==> config.mk <==
export PLATFORM = sky130hd
export DESIGN_NAME = keypad_scan
export DESIGN_NICKNAME = d
export VERILOG_FILES = /design/src/rtl/keypad_scan.sv
export SDC_FILE = /design/constraint.sdc
export NUM_CORES = 1
export LEC_CHECK = 0
export BUFFER_PORTS_ARGS = -buffer_cell sky130_fd_sc_hd__buf_2
export CAP_MARGIN = 25
export CORE_MARGIN = 1.5
export CORE_UTILIZATION = 45
export CTS_CLUSTER_DIAMETER = 30
export DETAILED_ROUTE_END_ITERATION = 8
export PLACE_DENSITY = 0.68
export RECOVER_POWER = 100
export SYNTH_ARGS = -nofsm -noshare
export SYNTH_HDL_FRONTEND = slang
export SYNTH_SLANG_ARGS = --single-unit
==> constraint.sdc <==
create_clock -name clk_1 -period 6.6 [get_ports clk_1]
set_clock_uncertainty 0.2 [all_clocks]
set_input_delay 0.99 -clock clk_1 [delete_from_list [all_inputs] [get_ports clk_1]]
set_output_delay 0.99 -clock clk_1 [all_outputs]
set_load 0.02 [all_outputs]
==> src/rtl/keypad_scan.sv <==
// rtl/keypad_scan.sv - 4x3 matrix keypad scanner with debounce and key-code decode
//
// Drives KEY_ROW one row at a time, samples the synchronized KEY_COL at the end
// of each row dwell, priority-encodes a full scan into a key code and debounces
// it into press/release events.
// Optional feature macro: KEYPAD_REPEAT_EN (auto-repeat of key_valid while held).
//
// Ports:
//   clk_1      in   1  1 kHz game clock
//   rst        in   1  asynchronous reset, active-low
//   enable     in   1  scan enable; low stops scanning and forces IDLE
//   KEY_COL    in   3  keypad columns, active-high, asynchronous to clk_1
//   KEY_ROW    out  4  one-hot row drive, active-high
//   key_code   out  4  last accepted key: 0-9, 10 '*', 11 '#', 15 none
//   key_valid  out  1  one-cycle pulse per accepted press (and per repeat)
//   key_held   out  1  accepted key still pressed
module keypad_scan #(
    parameter int ROW_DWELL    = 4,
    parameter int DEBOUNCE     = 3,
    parameter int REPEAT_SCANS = 32
) (
    input  logic       clk_1,
    input  logic       rst,
    input  logic       enable,
    input  logic [2:0] KEY_COL,
    output logic [3:0] KEY_ROW,
    output logic [3:0] key_code,
    output logic       key_valid,
    output logic       key_held
);
    localparam int            DW         = (ROW_DWELL > 1) ? $clog2(ROW_DWELL) : 1;
    localparam logic [DW-1:0] DWELL_LAST = DW'(ROW_DWELL - 1);
    localparam logic [3:0]    DEB        = 4'(DEBOUNCE);

    typedef enum logic [1:0] {IDLE, PRESS_CHK, HELD, RELEASE_CHK} state_t;
    state_t state, next_state;

    logic [2:0]    col_meta, col_sync;
    logic          running;
    logic [1:0]    row_idx;
    logic [DW-1:0] dwell;
    logic          sample, scan_end;
    logic          acc_hit;
    logic [3:0]    acc_code;
    logic          row_hit;
    logic [3:0]    row_code;
    logic          scan_hit;
    logic [3:0]    scan_code;
    logic [3:0]    cand, cnt, cand_d, cnt_d, cnt_inc;
    logic          accept;
    logic          repeat_pulse;

    function automatic logic [3:0] decode(input logic [1:0] r, input logic [1:0] c);
        logic [3:0] code;
        if (r == 2'd3) begin
            case (c)
                2'd0:    code = 4'd10;
                2'd1:    code = 4'd0;
                default: code = 4'd11;
            endcase
        end else begin
            code = ({2'b00, r} * 4'd3) + {2'b00, c} + 4'd1;
        end
        return code;
    endfunction

    // The row is sampled on its last dwell cycle; the row-3 sample closes the scan.
    assign sample   = running && enable && (dwell == DWELL_LAST);
    assign scan_end = sample && (row_idx == 2'd3);

    // Lowest column of the current row wins; an earlier row already in the
    // accumulator outranks anything seen in this row.
    always_comb begin
        row_hit = |col_sync;
        if (col_sync[0])      row_code = decode(row_idx, 2'd0);
        else if (col_sync[1]) row_code = decode(row_idx, 2'd1);
        else                  row_code = decode(row_idx, 2'd2);
        scan_hit  = acc_hit | row_hit;
        scan_code = acc_hit ? acc_code : row_code;
    end

    // Column synchronizer, row/dwell counters and per-scan accumulator.
    // 'running' delays the first dwell cycle by one so a rising enable starts
    // cleanly at row 0, dwell 0 with the row actually driven.
    always_ff @(posedge clk_1 or negedge rst) begin
        if (!rst) begin
            col_meta <= 3'b000;
            col_sync <= 3'b000;
            running  <= 1'b0;
            row_idx  <= 2'd0;
            dwell    <= '0;
            acc_hit  <= 1'b0;
            acc_code <= 4'd0;
        end else begin
            col_meta <= KEY_COL;
            col_sync <= col_meta;
            if (!enable) begin
                running  <= 1'b0;
                row_idx  <= 2'd0;
                dwell    <= '0;
                acc_hit  <= 1'b0;
                acc_code <= 4'd0;
            end else begin
                running <= 1'b1;
                if (running) begin
                    if (dwell == DWELL_LAST) begin
                        dwell   <= '0;
                        row_idx <= row_idx + 2'd1;
                        if (row_idx == 2'd3) begin
                            acc_hit  <= 1'b0;
                            acc_code <= 4'd0;
                        end else if (!acc_hit && row_hit) begin
                            acc_hit  <= 1'b1;
                            acc_code <= row_code;
                        end
                    end else begin
                        dwell <= dwell + DW'(1);
                    end
                end
            end
        end
    end

    // FSM state register
    always_ff @(posedge clk_1 or negedge rst) begin
        if (!rst)         state <= IDLE;
        else if (!enable) state <= IDLE;
        else              state <= next_state;
    end

    // FSM next state plus candidate/counter updates; only scan ends act.
    always_comb begin
        next_state = state;
        cand_d     = cand;
        cnt_d      = cnt;
        accept     = 1'b0;
        cnt_inc    = (cnt == 4'hF) ? cnt : cnt + 4'd1;
        if (scan_end) begin
            case (state)
                IDLE: begin
                    if (scan_hit) begin
                        cand_d = scan_code;
                        cnt_d  = 4'd1;
                        if (DEB == 4'd1) begin
                            next_state = HELD;
                            accept     = 1'b1;
                        end else begin
                            next_state = PRESS_CHK;
                        end
                    end
                end
                PRESS_CHK: begin
                    if (!scan_hit) begin
                        next_state = IDLE;
                    end else if (scan_code == cand) begin
                        cnt_d = cnt_inc;
                        if (cnt_inc == DEB) begin
                            next_state = HELD;
                            accept     = 1'b1;
                        end
                    end else begin
                        cand_d = scan_code;
                        cnt_d  = 4'd1;
                    end
                end
                HELD: begin
                    // A higher-priority key masks the held one: treat as release.
                    if (!(scan_hit && scan_code == cand)) begin
                        cnt_d      = 4'd1;
                        next_state = (DEB == 4'd1) ? IDLE : RELEASE_CHK;
                    end
                end
                RELEASE_CHK: begin
                    if (scan_hit && scan_code == cand) begin
                        next_state = HELD;
                    end else begin
                        cnt_d = cnt_inc;
                        if (cnt_inc == DEB) next_state = IDLE;
                    end
                end
                default: next_state = IDLE;
            endcase
        end
    end

    // Candidate, debounce counter and registered key outputs
    always_ff @(posedge clk_1 or negedge rst) begin
        if (!rst) begin
            cand      <= 4'd0;
            cnt       <= 4'd0;
            key_code  <= 4'd15;
            key_valid <= 1'b0;
        end else begin
            cand      <= cand_d;
            cnt       <= cnt_d;
            key_valid <= accept | repeat_pulse;
            if (accept) key_code <= cand_d;
        end
    end

`ifdef KEYPAD_REPEAT_EN
    localparam int            RW       = $clog2(REPEAT_SCANS + 1);
    localparam logic [RW-1:0] REP_LAST = RW'(REPEAT_SCANS - 1);

    logic [RW-1:0] rep_cnt;

    // Counts scan ends spent in HELD; any entry to or exit from HELD clears it.
    always_ff @(posedge clk_1 or negedge rst) begin
        if (!rst) begin
            rep_cnt <= '0;
        end else if (!enable || state != HELD || next_state != HELD) begin
            rep_cnt <= '0;
        end else if (scan_end) begin
            rep_cnt <= (rep_cnt == REP_LAST) ? '0 : rep_cnt + RW'(1);
        end
    end

    assign repeat_pulse = scan_end && (state == HELD) && (next_state == HELD) &&
                          (rep_cnt == REP_LAST);
`else
    logic [31:0] unused_repeat_scans;
    assign unused_repeat_scans = REPEAT_SCANS;
    assign repeat_pulse        = 1'b0;
`endif

    // Outputs derived directly from scanner and FSM state
    always_comb begin
        KEY_ROW  = running ? (4'b0001 << row_idx) : 4'b0000;
        key_held = (state == HELD) || (state == RELEASE_CHK);
    end

endmodule
==> results.cfg, run 1 <==
[synth]
synth_top_area_share_pct = 38.3
syn_area_mm2 = 0.00176
synth.area.top_cells = dfrtp_1, ha_1, dfstp_2
ys_async_sr_fraction_pct = 100
synth.net_count = 178
syn_avg_cell_area_um2 = 10.8
synth_cell_types = 48
ys_seq_elements = 31
yosys_warnings = 0
yosysSeqAreaShare_pct = 44.3
synthFlopType = dfrtp_1
syn_inst = 163
synth_common_cells = dfrtp_1, inv_1, nand2_1, nor2_1
synth_edf_count = 0
netlist.top_cell.by_area = dfrtp_1
yosysMostFrequentCell = dfrtp_1

[global_route]
grt_max_degree = 32
grt_pass1_vias = 1225
grt_antenna_before_repair = 0
grt_overflow = 0
track_usage_pct = 18.1
grt_pass1_wl_mm = 5.74

[placed_design]
placed_cell_area_mm2 = 0.00188
dp_hpwl_mm = 2.45
gp_congestion = 0.781
preCtsSetupSlack_ns = 3.49
port_buffers = 15

[clock_tree]
cts_tree = built
postCtsResizedCells = 0
cts_setup_buffers = 0
clkTransAtPathRegs_ns = 0.07
h-tree-depth = 2
clk_latency_ns = 0.28
cts.sinks = 31
clock_path_buffers = 2
numCtsBuffers = 5
cts_root_buffer = clkbuf_8
holdBufCountCts = 0

[finish]
final_util_pct = 52.7
layout-drive-gt1-share_pct = 17.0
area_growth_pct = 11.0
diodes = 0
fillers = 338
final_cell_area_mm2 = 0.00196
ff_latch_area_um2 = 781
fin_nets = 196
multi_input_area_um2 = 903

[detailed_routing]
vias = 1262
wire_per_inst_um = 14.5
wl_mm = 3.34
drc = 0
viasPerCell = 5.49
ant_nets = 0
firstDrtPassIters = 4
drt-initial-drc-count = 71

[sta]
fin_setup_tns_ns = 0
slew_viol_final = 32
rsz0062_at_grt = no
finalWorstSetupSlack_ns = 3.26
maxSlewHeadroom_pct = -5.06
setup_viol = 0
max_slew.worst_pin.slew_ns = 1.58
fin_crit_ns = 3.34
clock.fmax_mhz = 299
fin_crit_sh_pct = 50.7
final-hold-violation-count = 0
hold_ws_ns = 0.152

[critical_path]
r2r-start = row_idx[0]
path_max_fanout = 9
worst-setup-path-type = flop to flop
arrival_ns = 3.31
end_kind = flop
cp-startpoint = row_idx[0]
cp-start-kind = flop
cp.required_ns = 6.56

[flow_run]
maxCapViolations = 1

[power_and_ir_drop]
p_leak_nw = 0.905
p_sw_w = 0.0000967
pwr-share-seq_pct = 50.4
power_per_cell_area_mw_per_mm2 = 205
irDropWorstVdd_v = 0.000118
combPwrFrac_pct = 8.6
intPower_w = 0.000304
sw_frac_of_total_pct = 24.1
clkPwrFrac_pct = 41.0

[floorplanning]
core_area_mm2 = 0.00372
floorplan.initialDensity_pct = 47.5
dieArea_mm2 = 0.00431
rows = 22
die_x_um = 65.6
die_y_um = 65.6
pin_count = 16

[run_status]
status = finished with violations
failed_checks = capacitance limit, slew limit

[worst_hold_path]
hp-start = col_meta[0]
hold_path.class = flop to flop
[cells in the final DEF (no fill, tap or decap), drive strengths merged, types with 2 or more instances in the layout]
| cell | count |
|---|---|
| dfstp | 4 |
| a31oi | 3 |
| nand3 | 4 |
| ha | 9 |
| clkbuf | 20 |
| nand3b | 2 |
| xnor2 | 4 |
| nand2b | 3 |
| nand4 | 2 |
| mux2i | 8 |
| mux2 | 10 |
| xor2 | 2 |
| buf | 3 |
| nor4b | 3 |
| nor2 | 11 |
| nand2 | 11 |
| nor3 | 4 |
| and2 | 6 |
| inv | 12 |
| o31ai | 3 |
| o21ai | 5 |
| o21ba | 2 |
| and3 | 2 |
| nor2b | 3 |
| dfrtp | 27 |
| a21oi | 5 |
[stage by stage]
step / total power (W) / cells
after global placement: 0.000239 / 221
after detailed placement: 0.000241 / 221
final: 0.000401 / 230
after global routing: 0.000420 / 230
after CTS: 0.000408 / 229
after floorplan: 0.000230 / 163
[power groups by stage]
stage          Clock [W]  Combinational, W  Sequential (W)
5_1_grt         0.000179         0.0000386        0.000203
3_3_place_gp           0         0.0000346        0.000205
6_report        0.000164         0.0000344        0.000202
2_1_floorplan          0         0.0000287        0.000201
4_1_cts         0.000170         0.0000360        0.000202
3_5_place_dp           0         0.0000359        0.000205
[cell families after synthesis]
kind of cell	count (synthesis)	synth area share (%)
xor gates and xnor gates	6	3.40
DFF	31	44.3
and+or+nand+nor	54	18.1
AOI/OAI and AO/OA	28	12.2
muxes	18	11.8
buffers and inverters	17	3.83
adders and majority gates	9	6.38
[flip-flops by register name, indices dropped and copies added, names as in the netlist]
signal	flops
cand	4
dwell	2
key_valid	1
acc_hit	1
running	1
col_meta	3
row_idx	2
key_code	4
state	2
acc_code	4
col_sync	3
cnt	4
[critical path: stages, from the launching register on]
cell     delay, ns
dfrtp_1       0.53
inv_1         0.14
ha_1          0.22
or3b_1        0.41
mux2i_1       0.15
a21oi_1       0.10
xor2_1        0.23
o31ai_1       0.86
a31oi_1       0.15
o32a_1        0.22
[layout make-up]
| class | instances | share of cell area [%] |
|---|---|---|
| sequential | 31 | 39.9 |
| clock buffer | 7 | 4.92 |
| multi-input combinational | 115 | 46.1 |
| inverter | 12 | 2.30 |
| clock inverter | 1 | 0.383 |
| tap | 48 | 3.07 |
| timing repair buffer | 16 | 3.32 |
[layer usage]
layer | global-route usage (%) | part of all wire (%)
met1 | 22.8 | 44
met2 | 29.5 | 50
met3 | 5.31 | 4.8
met4 | 6.51 | 1.4
met5 | 0 | 0
[path summary, 6_finish.rpt]
| kind | to | slack (ns) | cells after the start |
|---|---|---|---|
| max | cnt[0] | 3.26 | 9 |
| min | col_sync[0] | 0.15 | 0 |
| max reg2reg | cnt[0] | 3.26 | 9 |
| min reg2reg | col_sync[0] | 0.15 | 0 |
| max in group asynchronous | cnt[2] | 4.39 | 1 |
| min in group asynchronous | row_idx[0] | 0.89 | 1 |
No activity file was read; power rests on OpenSTA's default activity.
==> run 2, diff against run 1 <==
==> constraint.sdc (replaced) <==
create_clock -name clk_1 -period 3.26 [get_ports clk_1]
set_clock_uncertainty 0.2 [all_clocks]
set_input_delay 0.489 -clock clk_1 [delete_from_list [all_inputs] [get_ports clk_1]]
set_output_delay 0.489 -clock clk_1 [all_outputs]
set_load 0.02 [all_outputs]
==> run 2 against run 1 <==
Against the previous run: the run still ends with capacitance limit, slew limit left; power rose by 95%; critical path depth did not move; maximum frequency rose by 12%; sequential cell count did not move; wire length rose by 0.75%; utilization fell by 0.37 points; highest routed layer unchanged; critical path type unchanged; combinational power rose by 100%; clock power rose by 85%; sequential power rose by 100%; register-to-register slack got worse by 3.0 ns; non-clock buffer count rose by 1; count of clock-buffer cells in the layout fell by 2.
==> results.cfg, run 2 (same netlist as run 1, synthesis figures left out) <==
[run_status]
status = finished with violations
failed_checks = capacitance limit, slew limit

[sta]
final-hold-violation-count = 0
rsz0062_at_grt = no
max_slew.worst_pin.slew_ns = 1.61
maxSlewHeadroom_pct = -7.17
hold_ws_ns = 0.110
fin_setup_tns_ns = 0
fin_crit_sh_pct = 91.5
slew_viol_final = 32
fin_crit_ns = 2.98
setup_viol = 0
clock.fmax_mhz = 335

[clock_tree]
cts_tree = built
h-tree-depth = 2
holdBufCountCts = 0
cts_setup_buffers = 0
postCtsResizedCells = 0
cts_root_buffer = clkbuf_8
clock_path_buffers = 2
numCtsBuffers = 5
cts.sinks = 31
clk_latency_ns = 0.29
clkTransAtPathRegs_ns = 0.07

[critical_path]
r2r-end = cnt[0]
cp-start-kind = flop
rrSetupSlack_ns = 0.28
arrival_ns = 2.95
path_max_fanout = 8
cp.required_ns = 3.22
end_kind = flop
r2r-start = row_idx[1]
ff2ff_path_depth = 9
worst-setup-path-type = flop to flop

[finish]
diodes = 0
fillers = 358
multi_input_area_um2 = 893
final_common_cell = dfrtp_1
final_cell_mix = dfrtp_1, clkbuf_1, inv_1, nor2_1, nand2_1
final_util_pct = 52.3
fin_nets = 197
ff_latch_area_um2 = 781
layout-drive-gt1-share_pct = 16.9
area_growth_pct = 10.2

[floorplanning]
pin_count = 16
dieArea_mm2 = 0.00431
core_area_mm2 = 0.00372
die_x_um = 65.6
die_y_um = 65.6
floorplan.initialDensity_pct = 47.5
rows = 22

[worst_hold_path]
hold_path.class = input pin to flop
hp-start = KEY_COL[2]
min_path_cells = 1
hold-path-endpoint = col_meta[2]

[detailed_routing]
drt-initial-drc-count = 57
wire_per_inst_um = 14.6
viasPerCell = 5.50
firstDrtPassIters = 4
vias = 1270
ant_nets = 0
drc = 0
wl_mm = 3.36

[power_and_ir_drop]
irDropWorstVdd_v = 0.000296
power.total_w = 0.000782
p_leak_nw = 0.884
power_per_cell_area_mw_per_mm2 = 402

[flow_run]
maxCapViolations = 1

[placed_design]
dp_hpwl_mm = 2.43
gp_congestion = 0.781
port_buffers = 15

[global_route]
grt_pass1_wl_mm = 6.02
grt_overflow = 0
grt_antenna_before_repair = 0
grt_pass1_vias = 1319
track_usage_pct = 18.5
grt_max_degree = 32
==> run 2: worst max-delay path by stage <==
stage	depth (start not counted)	slack, ns	to	start
floorplan	9	0.61	cnt[0]	row_idx[0]
global placement	9	0.47	cnt[0]	row_idx[0]
detailed placement	9	0.31	cnt[0]	row_idx[0]
CTS	9	0.31	cnt[0]	row_idx[0]
global route	9	0.12	key_code[3]	row_idx[0]
finish	9	0.28	cnt[0]	row_idx[1]
==> run 2: per-layer routing <==
layer / global-route usage [%] / vias to the layer above / part of all wire (%)
met1: 22.7 / 626 / 46
met5: 0 / - / 0
met3: 5.48 / 4 / 3.6
met2: 30.9 / 29 / 49
li1: - / 611 / -
met4: 6.77 / 0 / 1.0
==> run 2: final cells by class <==
type                       instances  share of cell area [%]
inverter                          12                    2.32
clock buffer                       5                    3.54
timing repair buffer              17                    3.67
tap                               48                    3.09
sequential                        31                    40.2
clock inverter                     3                    1.29
multi-input combinational        115                    45.9
==> run 2: where the power goes <==
part | internal (W) | leakage, nW | switching [W]
clock network | 0.000152 | 0.0443 | 0.000151
logic | 0.0000278 | 0.455 | 0.0000418
registers | 0.000396 | 0.385 | 0.0000124
==> run 2: critical path, stage by stage (launching register included) <==
cell	delay, ns
dfrtp_1	0.47
inv_1	0.12
ha_1	0.22
and2_1	0.17
o21ai_0	0.36
a21oi_1	0.13
nand3b_1	0.28
o31ai_2	0.58
a31oi_1	0.13
o32a_1	0.20
==> run 2: per-stage QoR <==
step                      std cells  area (um2)  worst slack, ns
after floorplan                 163        1760            0.613
after global placement          223        1890            0.470
after detailed placement        223        1890            0.315
after CTS                       231        1990            0.308
after global routing            231        1940            0.116
final                           231        1940            0.278
==> run 3, diff against run 2 <==
--- a/config.mk
+++ b/config.mk
@@ -5,9 +5,9 @@
 export SDC_FILE = /design/constraint.sdc
 export NUM_CORES = 1
 export LEC_CHECK = 0
+export ABC_AREA = 1
 export BUFFER_PORTS_ARGS = -buffer_cell sky130_fd_sc_hd__buf_2
 export CAP_MARGIN = 25
-export CORE_MARGIN = 1.5
 export CORE_UTILIZATION = 45
 export CTS_CLUSTER_DIAMETER = 30
 export DETAILED_ROUTE_END_ITERATION = 8
==> run 3 against run 2 <==
Against the previous run: the run still ends with capacitance limit, slew limit left; first-iteration DRC count shrank 11%; critical path type unchanged; count of clock-buffer cells in the layout grew 2; synthesized cell count grew 44%; utilization grew 0.22 points; highest routed layer unchanged.
==> results.cfg, run 3 <==
[global_route]
grt_overflow = 0
grtUsageMet3_pct = 5.21
grt_max_degree = 32
track_usage_pct = 18.8
grt.busiest_layer = met2
grt_pass1_vias = 1374
gr-usage-met1_pct = 25.1
grt_use_met2_pct = 28.9
grt_antenna_before_repair = 0
grt_pass1_wl_mm = 6.01

[synth]
synth_top_area_share_pct = 37.5
ys_async_sr_fraction_pct = 100
synth.area.top_cells = dfrtp_1, nand2_1, inv_1
synth_edf_count = 0
syn_avg_cell_area_um2 = 7.70
synth_cell_types = 29
ys_seq_elements = 31
yosysMostFrequentCell = nand2_1
synth_common_cells = nand2_1, inv_1, dfrtp_1
yosys_warnings = 0
syn_inst = 234
yosysSeqAreaShare_pct = 43.3
syn_area_mm2 = 0.00180
synth.net_count = 249
synthFlopType = dfrtp_1
netlist.top_cell.by_area = dfrtp_1

[finish]
layout-drive-gt1-share_pct = 12.3
fin_nets = 267
final_cell_mix = nand2_1, inv_1, dfrtp_1, nand3_1
fillers = 387
final_common_cell = nand2_1
area_growth_pct = 9.17
diodes = 0

[placed_design]
port_buffers = 15
gp_congestion = 0.821
dp_hpwl_mm = 2.43

[floorplanning]
die_x_um = 65.3
core_area_mm2 = 0.00374
floorplan.initialDensity_pct = 48.1
pin_count = 16
dieArea_mm2 = 0.00426
die_y_um = 65.3
rows = 22

[clock_tree]
clock_path_buffers = 2
clk_latency_ns = 0.29
cts.sinks = 31
postCtsResizedCells = 0
cts_setup_buffers = 0
clkTransAtPathRegs_ns = 0.06
h-tree-depth = 2
holdBufCountCts = 0
cts_tree = built
numCtsBuffers = 5
cts_root_buffer = clkbuf_8

[detailed_routing]
drc = 0
vias = 1435
firstDrtPassIters = 4
wire_per_inst_um = 10.6
viasPerCell = 4.77
drt-initial-drc-count = 51
ant_nets = 0
wl_mm = 3.18

[sta]
maxSlewHeadroom_pct = -4.76
rsz0062_at_grt = no
clock.fmax_mhz = 399
fin_setup_tns_ns = 0
max_slew.worst_pin.slew_ns = 1.57
final-hold-violation-count = 0
hold_ws_ns = 0.111
fin_crit_ns = 2.51
setup_viol = 0
slew_viol_final = 32
fin_crit_sh_pct = 76.9

[power_and_ir_drop]
power_per_cell_area_mw_per_mm2 = 406
p_leak_nw = 1.00
power.total_w = 0.000798
irDropWorstVdd_v = 0.000318

[critical_path]
worst-setup-path-type = flop to flop
end_kind = flop
cp-start-kind = flop
cp.required_ns = 3.22
arrival_ns = 2.47
path_max_fanout = 9
ff2ff_path_depth = 15

[flow_run]
maxCapViolations = 1

[worst_hold_path]
hold_path.class = input pin to flop
min_path_cells = 1

[run_status]
failed_checks = capacitance limit, slew limit
status = finished with violations
## run 3: changes by cell type in the layout (fill, tap and decap cells not counted), sizes merged, moves of 6 or more
cell,previous run,this run
inv,12,37
o21ai,5,17
and2,6,0
mux2,10,0
nand3,4,19
nand2,11,79
mux2i,8,0
## run 3: path summary, 6_finish.rpt
kind                                   from  slack [ns]     endpoint
max in group asynchronous               rst        1.55     state[1]
worst max register to register   row_idx[0]        0.75       cnt[1]
worst max-delay path             row_idx[0]        0.75       cnt[1]
worst min register to register  col_meta[2]        0.14  col_sync[2]
min in group asynchronous               rst        0.39  col_sync[2]
worst min-delay path             KEY_COL[2]        0.11  col_meta[2]
## run 3: area by class of cell
type	instances	area, um2	share of cell area [%]
multi-input combinational	162	835	42.4
sequential	31	781	39.7
inverter	37	139	7.06
clock buffer	7	86.3	4.39
timing repair buffer	15	61.3	3.12
tap	48	60.1	3.05
clock inverter	1	5.00	0.254
## run 3: worst max-delay path: stages, from the launching register on
cell	delay [ns]
dfrtp_1	0.48
inv_1	0.14
ha_1	0.33
nand2_1	0.06
nand2_1	0.09
nand2_1	0.07
nand2_1	0.08
nand2_1	0.05
nand2_1	0.05
nand2_1	0.07
nor2_1	0.22
nand4_1	0.11
o211ai_1	0.24
inv_2	0.08
nand2_1	0.06
o21ai_0	0.07
## run 3: cells by family (layout without fill, tap and decap cells)
group	Yosys count	in the layout	synth area share, %
fa+ha+maj	9	9	6.25
simple gates	124	124	32.3
compound gates	27	27	8.40
flops	31	31	43.3
xor+xnor	2	2	0.972
buf+inv	41	60	8.75
## run 3: where the power goes
part	internal [W]	leakage (nW)	switching, W	total (W)
registers	0.000399	0.375	0.0000120	0.000411
clock network	0.000170	0.0482	0.000139	0.000309
logic	0.0000245	0.578	0.0000531	0.0000776
total	0.000593	1.00	0.000205	0.000798
## run 3: metrics by stage
stage	instances	setup WS, ns	util, %	instance area [um2]
after floorplan	234	1.11	-	1800
after global placement	293	0.916	51.2	1920
after detailed placement	293	0.889	51.2	1920
after CTS	301	0.872	53.7	2010
after global routing	301	0.313	52.5	1970
final	301	0.752	52.5	1970
## run 3: per-layer routing
layer,part of all wire [%],vias to the layer above
met1,51,639
met5,0,-
li1,-,772
met3,3.1,5
met2,44,19
met4,1.6,0
